## config.mk

```make
export PLATFORM = sky130hd
export DESIGN_NAME = uart_tx
export DESIGN_NICKNAME = d
export VERILOG_FILES = /design/src/rtl/uart_tx_pkg.sv /design/src/rtl/uart_baud_tick.sv /design/src/rtl/uart_tx.sv
export SDC_FILE = /design/constraint.sdc
export NUM_CORES = 1
export LEC_CHECK = 0
export BUFFER_PORTS_ARGS = -buffer_cell sky130_fd_sc_hd__buf_4
export CELL_PAD_IN_SITES_DETAIL_PLACEMENT = 1
export CELL_PAD_IN_SITES_GLOBAL_PLACEMENT = 2
export CORE_ASPECT_RATIO = 0.5
export CORE_MARGIN = 5
export CORE_UTILIZATION = 35
export CTS_CLUSTER_DIAMETER = 50
export DETAILED_ROUTE_END_ITERATION = 16
export GPL_ROUTABILITY_DRIVEN = 0
export GPL_TIMING_DRIVEN = 0
export HOLD_SLACK_MARGIN = 0.15
export PLACE_DENSITY = 0.83
export SYNTH_ARGS = -nofsm -noshare
export SYNTH_HDL_FRONTEND = slang
export SYNTH_SLANG_ARGS = --single-unit
export TNS_END_PERCENT = 50
```

## constraint.sdc

```tcl
create_clock -name clk -period 5.4 [get_ports clk]
set_clock_uncertainty 0.05 [all_clocks]
set_input_delay 0.27 -clock clk [delete_from_list [all_inputs] [get_ports clk]]
set_output_delay 0.27 -clock clk [all_outputs]
set_load 0.01 [all_outputs]
```

## src/rtl/uart_tx_pkg.sv

```systemverilog
// uart_tx_pkg: shared state encoding and helpers for the UART transmit path.
// PARITY exists in the encoding even when UART_TX_PARITY_EN is undefined.
package uart_tx_pkg;

  typedef enum logic [2:0] {
    IDLE   = 3'd0,
    START  = 3'd1,
    DATA   = 3'd2,
    PARITY = 3'd3,
    STOP   = 3'd4
  } tx_states_e;

  function automatic int baud_div(
    input int clk_freq,
    input int baud_rate
  );
    return clk_freq / baud_rate;
  endfunction

endpackage

```

## src/rtl/uart_baud_tick.sv

```systemverilog
// uart_baud_tick: free-running bit-period counter, clearable by the owner.
// tick_o marks the last clock of a bit period.
module uart_baud_tick
  import uart_tx_pkg::*;
#(
  parameter int BAUD_DIV = 868
) (
  input  logic clk,
  input  logic rst_n,
  input  logic clr_i,
  output logic tick_o
);

  localparam int CW = (BAUD_DIV > 1) ? $clog2(BAUD_DIV) : 1;
  localparam logic [CW-1:0] LAST = CW'(BAUD_DIV - 1);

  logic [CW-1:0] cnt;

  always_ff @(posedge clk) begin
    if (!rst_n || clr_i) begin
      cnt <= '0;
    end else if (cnt == LAST) begin
      cnt <= '0;
    end else begin
      cnt <= cnt + 1'b1;
    end
  end

  assign tick_o = (cnt == LAST);

endmodule

```

## src/rtl/uart_tx.sv

```systemverilog
// uart_tx: parallel-in UART frame serialiser with valid/ready acceptance.
// Optional parity bit compiled in by defining UART_TX_PARITY_EN.
module uart_tx
  import uart_tx_pkg::*;
#(
  parameter int CLK_FREQ   = 100_000_000,
  parameter int BAUD_RATE  = 115200,
  parameter int DATA_WIDTH = 8,
  parameter int STOP_BITS  = 1
`ifdef UART_TX_PARITY_EN
  ,
  parameter bit PARITY_ODD = 1'b0
`endif
) (
  input  logic                  clk,
  input  logic                  rst_n,
  input  logic [DATA_WIDTH-1:0] data_i,
  input  logic                  valid_i,
  output logic                  ready_o,
  output logic                  tx_o,
  output logic                  busy_o
);

  localparam int BAUD_DIV = baud_div(CLK_FREQ, BAUD_RATE);
  localparam int BW = $clog2(DATA_WIDTH);

  localparam logic [2:0] S_IDLE   = IDLE;
  localparam logic [2:0] S_START  = START;
  localparam logic [2:0] S_DATA   = DATA;
  localparam logic [2:0] S_PARITY = PARITY;
  localparam logic [2:0] S_STOP   = STOP;

  localparam logic [BW-1:0] LAST_DATA = BW'(DATA_WIDTH - 1);
  localparam logic [BW-1:0] LAST_STOP = BW'(STOP_BITS - 1);

  if (BAUD_DIV < 2) begin : g_div_chk
    $error("uart_tx: BAUD_DIV must be at least 2");
  end
  if (STOP_BITS < 1 || STOP_BITS > 2) begin : g_stop_chk
    $error("uart_tx: STOP_BITS must be 1 or 2");
  end

  logic [2:0]            state, state_d;
  logic [BW-1:0]         bit_cnt, bit_cnt_d;
  logic [DATA_WIDTH-1:0] shreg, shreg_d;
  logic                  tx_q, tx_d;
  logic                  tick;
  logic                  par_q;

  uart_baud_tick #(
    .BAUD_DIV (BAUD_DIV)
  ) u_tick (
    .clk    (clk),
    .rst_n  (rst_n),
    .clr_i  (state_d != state),
    .tick_o (tick)
  );

  always_comb begin
    state_d   = state;
    bit_cnt_d = bit_cnt;
    shreg_d   = shreg;
    unique case (state)
      S_IDLE: begin
        if (valid_i) begin
          state_d   = S_START;
          shreg_d   = data_i;
          bit_cnt_d = '0;
        end
      end
      S_START: begin
        if (tick) state_d = S_DATA;
      end
      S_DATA: begin
        if (tick) begin
          shreg_d = shreg >> 1;
          if (bit_cnt == LAST_DATA) begin
            bit_cnt_d = '0;
`ifdef UART_TX_PARITY_EN
            state_d   = S_PARITY;
`else
            state_d   = S_STOP;
`endif
          end else begin
            bit_cnt_d = bit_cnt + 1'b1;
          end
        end
      end
`ifdef UART_TX_PARITY_EN
      S_PARITY: begin
        if (tick) state_d = S_STOP;
      end
`endif
      S_STOP: begin
        if (tick) begin
          if (bit_cnt == LAST_STOP) begin
            state_d   = S_IDLE;
            bit_cnt_d = '0;
          end else begin
            bit_cnt_d = bit_cnt + 1'b1;
          end
        end
      end
      default: begin
        state_d   = S_IDLE;
        bit_cnt_d = '0;
        shreg_d   = '0;
      end
    endcase
  end

  // Line level is a function of the state being entered.
  always_comb begin
    tx_d = 1'b1;
    case (state_d)
      S_START:  tx_d = 1'b0;
      S_DATA:   tx_d = shreg_d[0];
      S_PARITY: tx_d = par_q;
      default:  tx_d = 1'b1;
    endcase
  end

  always_ff @(posedge clk) begin
    if (!rst_n) begin
      state   <= S_IDLE;
      bit_cnt <= '0;
      shreg   <= '0;
      tx_q    <= 1'b1;
    end else begin
      state   <= state_d;
      bit_cnt <= bit_cnt_d;
      shreg   <= shreg_d;
      tx_q    <= tx_d;
    end
  end

`ifdef UART_TX_PARITY_EN
  always_ff @(posedge clk) begin
    if (!rst_n) begin
      par_q <= 1'b0;
    end else if (state == S_IDLE && valid_i) begin
      par_q <= (^data_i) ^ PARITY_ODD;
    end
  end
`else
  assign par_q = 1'b1;
`endif

  assign ready_o = (state == S_IDLE);
  assign busy_o  = !ready_o;
  assign tx_o    = tx_q;

endmodule

```

==> impl_metrics.ini, run 1 <==
[pwr]
irDropWorstVdd_uv = 106
cellPowerDensity_mw_per_mm2 = 243
leakage_uw = 0.000584
finalPower_uw = 356

[floorplan]
design.core.area_mm2 = 0.00343
fp.dieW_um = 94.7
io_pins = 14
die_height_um = 52.3
fp.dieArea_mm2 = 0.00496
rows = 15
start_util_pct = 36.5

[timing]
rsz0062_at_grt = no
worst_pin_slew_ns = 0.376
finalSetupViolCount = 0
fin_crit_ns = 2.13
fmax_mhz = 469
relSlewSlack_pct = 74.9
timing.setup.tns_ns = 0
fin_crit_sh_pct = 39.5
holdWs_ns = 0.204
finalHoldViolCount = 0
slew_viol_final = 0

[grt]
grt_pass1_wl_mm = 4.62
grt-ovfl-total = 0
gr-usage-met3_pct = 3.87
grt_pass1_vias = 994
grt_util_all_layers_pct = 12.2
grt_antenna_before_repair = 0
grt-busiest-layer = met2
grt_max_degree = 17
grtUsageMet1_pct = 16.3
met2_usage_pct = 18.7

[detailed_routing]
wl_mm = 2.66
avgViaCountPerCell = 4.72
drt-pass1-iter-count = 4
wl_per_cell_um = 12.7
drcViolationCount = 0
num_vias = 991
ant_nets = 0
drt_iter0_markers = 28

[yosys]
synth_cells = 142
synth_nets = 157
synth.yosys.warnings = 0
synth-seq-cells = 25
syn-cell-area_mm2 = 0.00125
yosysUniqueCellTypes = 37
avgSynthCellArea_um2 = 8.84
seq_area_frac_synth_pct = 39.9

[worst_setup_path]
startpoint = u_tick.cnt[0]$_SDFF_PP0_
worstReg2RegStart = u_tick.cnt[0]$_SDFF_PP0_
crit_required_ns = 5.50
crit_path_start_kind = flip-flop
arrival_ns = 2.24
critPathKind = flip-flop to flip-flop
cp_max_fo = 10
crit_path_end_kind = flip-flop

[min_path]
holdCritStartpoint = data_i[7]
hp-class = input port to flip-flop

[cts]
postCtsSetupBuffers = 0
cts_buffer_depth = 2
numCtsBuffers = 3
cts.sinks = 25
htree_levels = 1
cts_hold_buffers = 0
path_clk_slew_ns = 0.09
cts-resized-gates = 0
cts_root_buffer = clkbuf_8
tritoncts = yes
clk_latency_ns = 0.28

[final_layout]
fin_util_pct = 42.7
drive_gt1_share_pct = 22.6
num-fill-cells = 408
antenna_cells = 0
nets = 175
syn2layout_area_growth_pct = 16.8

[placed_design]
dp_hpwl_mm = 2.02
portBuffers = 13

[outcome]
run_status = completed

[flow_run]
drv_cap = 0
-- power by group --
group	leakage, µW	internal, µW	switching [µW]
Combinational	0.000354	19.7	21.4
Sequential	0.000204	192	4.30
Clock	0.0000261	54.2	64.9
-- flip-flops by register name (all words and copies together), names as in the netlist --
signal / count
u_tick.cnt: 10
shreg: 8
bit_cnt: 3
state: 3
tx_o: 1
-- area by class of cell --
class | instances | area (µm²) | area share, %
sequential | 25 | 500 | 34.1
buffer | 8 | 53.8 | 3.67
tap | 51 | 63.8 | 4.35
clock buffer | 3 | 41.3 | 2.82
clock inverter | 1 | 8.76 | 0.597
timing repair buffer | 13 | 97.6 | 6.66
inverter | 5 | 18.8 | 1.28
multi-input combinational | 104 | 682 | 46.5
-- cells in the final DEF, fill, tap and decap left out, types with 6 or more instances in the layout --
cell type  instances
nor2_1            24
dfxtp_1           25
and3_1             6
xnor2_1            6
a21oi_2            6
a22oi_1            6
nand3_1            6
buf_4             14
-- worst paths after layout --
kind | to | slack, ns | cells past startpoint
setup / recovery | tx_o$_SDFF_PN1_ | 3.27 | 7
setup reg to reg | tx_o$_SDFF_PN1_ | 3.27 | 7
hold reg to reg | u_tick.cnt[0]$_SDFF_PP0_ | 0.42 | 1
hold / removal | shreg[7]$_SDFFE_PN0P_ | 0.20 | 3
-- layer usage --
layer | wire length, µm | vias up | share of wire, %
li1 | - | 522 | -
met1 | 1390 | 462 | 52
met2 | 1180 | 3 | 44
met3 | 67 | 4 | 2.5
met4 | 25 | 0 | 0.94
met5 | 0 | - | 0
-- stage by stage --
stage | area, µm² | cells | worst slack (ns)
2_1_floorplan | 1250 | 142 | 3.55
5_1_grt | 1470 | 210 | 3.07
3_3_place_gp | 1420 | 206 | 3.26
6_report | 1470 | 210 | 3.27
4_1_cts | 1470 | 210 | 3.25
3_5_place_dp | 1420 | 206 | 3.27
-- critical path, cell delays in order, from the launching register on --
cell and delay, ns:
dfxtp_1 0.39, ha_1 0.23, nand4_1 0.15, nor4_4 0.31, buf_6 0.19, mux2_2 0.33
a21oi_1 0.24, a31oi_1 0.12
-- synth_stat cells --
cell / count / area share [%]
nor4_4: 1 / 1.7
a21oi_2: 6 / 4.2
a22oi_1: 6 / 3.6
a21boi_0: 1 / 0.60
buf_4: 1 / 0.60
o21a_1: 2 / 1.2
o211ai_1: 1 / 0.60
ha_1: 4 / 4.0
nand2b_1: 3 / 1.5
and3_1: 6 / 3.0
dfxtp_1: 25 / 40
a21boi_1: 1 / 0.60
o21ai_0: 4 / 1.6
or2b_2: 1 / 0.70
nor3_1: 1 / 0.40
nand4_1: 2 / 1.0
xnor2_1: 6 / 4.2
a31o_2: 1 / 0.70
buf_6: 2 / 1.8
clkbuf_1: 1 / 0.30
buf_2: 4 / 1.6
nor2_1: 24 / 7.2
mux2i_1: 1 / 0.80
o211a_1: 1 / 0.80
a21oi_1: 4 / 1.6
nand2_1: 5 / 1.5
mux2_2: 1 / 0.90
nand3b_1: 2 / 1.2
or3b_1: 1 / 0.70
a31oi_1: 2 / 1.0
o31a_2: 1 / 0.80
xor2_1: 3 / 2.1
or3_1: 1 / 0.50
or3b_4: 1 / 0.90
nand3_1: 6 / 2.4
inv_1: 5 / 1.5
and2_1: 5 / 2.5
-- cell families after synthesis --
family	share of synthesized area, %
simple gates	25.1
mux	1.69
xor+xnor	6.28
fa+ha+maj	3.99
compound gates	17.2
flops	39.9
buf+inv	5.78
No activity file was read; power rests on OpenSTA's default activity.
==> run 2, diff against run 1 <==
Settings changed: ABC_AREA from default to 1, CORE_UTILIZATION 35 to 30, PLACE_DENSITY 0.83 to 0.79.
Clock period 5.4 ns to 1.8 ns, I/O delays scaled along.
==> run 2 against run 1 <==
Sequential power grew to 3.0 times the previous value. Final cell count is 20% higher. Worst hold slack worse by 0.040 ns. Critical path depth is 1 higher. Power grew to 3.1 times the previous value. Wire length is 5.2% higher. Flip-flop and latch count stayed put. Non-clock buffer count stayed put. Critical endpoint is now bit_cnt[2]$_SDFFE_PN0P_.
==> impl_metrics.ini, run 2 <==
[timing]
worst_pin_slew_ns = 0.289
finalHoldViolCount = 0
fin_crit_ns = 1.65
slew_viol_final = 0
fmax_mhz = 608
rsz0062_at_grt = no
timing.setup.tns_ns = 0
holdWs_ns = 0.165
finalSetupViolCount = 0
fin_crit_sh_pct = 91.4
relSlewSlack_pct = 80.6

[placed_design]
place_area_mm2 = 0.00148
dp_hpwl_mm = 2.12
portBuffers = 13

[yosys]
synth_nets = 186
muxShareOfSynthArea_pct = 0
synth-seq-cells = 25
synth-simple-area-share_pct = 34.3
synthArstFlopShare_pct = 0
synth_commonest_cells = nand2_1, dfxtp_1, inv_1, nor2_1, a21oi_1
yosysMostFrequentCell = nand2_1
synth_top_family_by_area = simple AND/OR/NAND/NOR gates
synth_cells = 171
synth_edf_count = 0
yosysUniqueCellTypes = 24
avgSynthCellArea_um2 = 7.68
synth_top_area_cell = dfxtp_1
synth-compound-area-share_pct = 11.2
synthTopCellsByArea = dfxtp_1, nand2_1, inv_1
seq_area_frac_synth_pct = 38.1
synth-main-ff-cell = dfxtp_1
syn-cell-area_mm2 = 0.00131
synth_top_area_share_pct = 38.1
synth.yosys.warnings = 0
synth_fa_ha_area_share_pct = 3.81
synth_xor_area_share_pct = 5.34

[final_layout]
syn2layout_area_growth_pct = 22.5
final_common_cell = nand2_1
antenna_cells = 0
reg.largest.list = u_tick.cnt (10), shreg (8)
nets = 212
top_register = u_tick.cnt
final_cell_mix = nand2_1, dfxtp_1, inv_1, nor2_1, buf_4
final_cell_area_mm2 = 0.00161
drive_gt1_share_pct = 20.9
num-fill-cells = 539
largest_reg_flops = 10

[cts]
clk_latency_ns = 0.27
cts.sinks = 25
tritoncts = yes
numCtsBuffers = 3
path_clk_slew_ns = 0.09
htree_levels = 1
cts_buffer_depth = 2
cts_root_buffer = clkbuf_8

[grt]
grt_pass1_wl_mm = 4.97
grt_max_degree = 15
grt-ovfl-total = 0
grt_antenna_before_repair = 0
grt_pass1_vias = 1143
grt_util_all_layers_pct = 10.3

[worst_setup_path]
cp_max_fo = 10
worstReg2RegStart = u_tick.cnt[0]$_SDFF_PP0_
critPathKind = flip-flop to flip-flop
crit_path_end_kind = flip-flop
startpoint = u_tick.cnt[0]$_SDFF_PP0_
crit_path_start_kind = flip-flop
arrival_ns = 1.77
crit_required_ns = 1.92

[pwr]
irDropWorstVdd_uv = 279
cellPowerDensity_mw_per_mm2 = 683
leakage_uw = 0.000688

[detailed_routing]
wl_per_cell_um = 11.1
wl_mm = 2.80
drt_iter0_markers = 19
drt-pass1-iter-count = 3
avgViaCountPerCell = 4.48
num_vias = 1134
drcViolationCount = 0
ant_nets = 0

[floorplan]
io_pins = 14
design.core.area_mm2 = 0.00432
fp.dieArea_mm2 = 0.00588
fp.dieW_um = 104
die_height_um = 56.8
start_util_pct = 30.4
rows = 17

[min_path]
holdCritStartpoint = data_i[6]
hp-class = input port to flip-flop

[outcome]
run_status = completed

[flow_run]
drv_cap = 0
[run 2: cell count changes in the layout (fill, tap and decap cells not counted), sizes merged, moves of 3 or more]
cell         before  now
dlygate4sd3       0    8
and3              6    0
a21boi            2    6
nand3             6   10
buf              20   13
xor2              3    6
nand2             5   44
and2              5    0
a22oi             6    0
inv               6   24
nor2             24   27
a21oi            10   13
nand2b            3    0
xnor2             6    2
[run 2: per-layer routing]
layer | track usage (%) | up-vias | wire length, µm
met5 | 0 | - | 0
met4 | 2.24 | 0 | 14
met3 | 3.33 | 2 | 106
met2 | 19.0 | 12 | 1340
met1 | 11.6 | 536 | 1350
li1 | - | 584 | -
[run 2: cells by family (layout without fill, tap and decap cells)]
family	after synthesis	after routing
flops	25	25
xor+xnor	8	8
compound gates	25	25
buf+inv	25	50
simple gates	84	84
fa+ha+maj	4	4
[run 2: where the power goes]
part	leakage (µW)	internal [µW]	total (µW)	switching, µW
Sequential	0.000204	578	593	14.5
Combinational	0.000458	76.4	166	90.0
Clock	0.0000255	155	339	184
Total	0.000688	810	1100	289
[run 2: cell type report]
cell class                      instances  area (µm²)  share of cell area, %
Tap cell                               57        71.3                   4.44
Timing Repair Buffer                   21         178                   11.1
Sequential cell                        25         500                   31.1
Clock inverter                          1        5.00                  0.311
Inverter                               25        93.8                   5.84
Clock buffer                            3        41.3                   2.57
Multi-Input combinational cell        121         718                   44.7
[run 2: stage by stage]
| step | power (µW) | setup WS [ns] | cells | utilization, % |
|---|---|---|---|---|
| after detailed placement | 761 | 0.171 | 241 | 34.3 |
| after global placement | 757 | 0.193 | 241 | 34.3 |
| after CTS | 1120 | 0.150 | 253 | 37.2 |
| final | 1100 | 0.154 | 253 | 37.2 |
| after floorplan | 705 | 0.353 | 171 | - |
| after global routing | 1160 | 0.0120 | 253 | 37.2 |
[run 2: path summary, 6_finish.rpt]
check	slack, ns	end	depth (start not counted)
worst max-delay path	0.15	bit_cnt[2]$_SDFFE_PN0P_	8
worst min-delay path	0.16	shreg[6]$_SDFFE_PN0P_	4
worst max register to register	0.15	bit_cnt[2]$_SDFFE_PN0P_	8
worst min register to register	0.41	u_tick.cnt[0]$_SDFF_PP0_	1
[run 2: worst max-delay path, cell delays in order (launching register included)]
cell	delay [ns]
dfxtp_1	0.36
ha_1	0.22
nand2_1	0.10
nor2_4	0.12
nand3_4	0.17
a21oi_1	0.29
nand3_1	0.12
nand2_1	0.07
nor2_1	0.04
[run 2: timing repair]
| item | 4_1_cts | 5_1_grt |
|---|---|---|
| endpoints found under the hold margin | 13 | 0 |
| gates resized for setup | 0 | 0 |
| setup buffers | 0 | 0 |
| endpoints found under the setup margin | 0 | 0 |
| hold buffers | 8 | 0 |
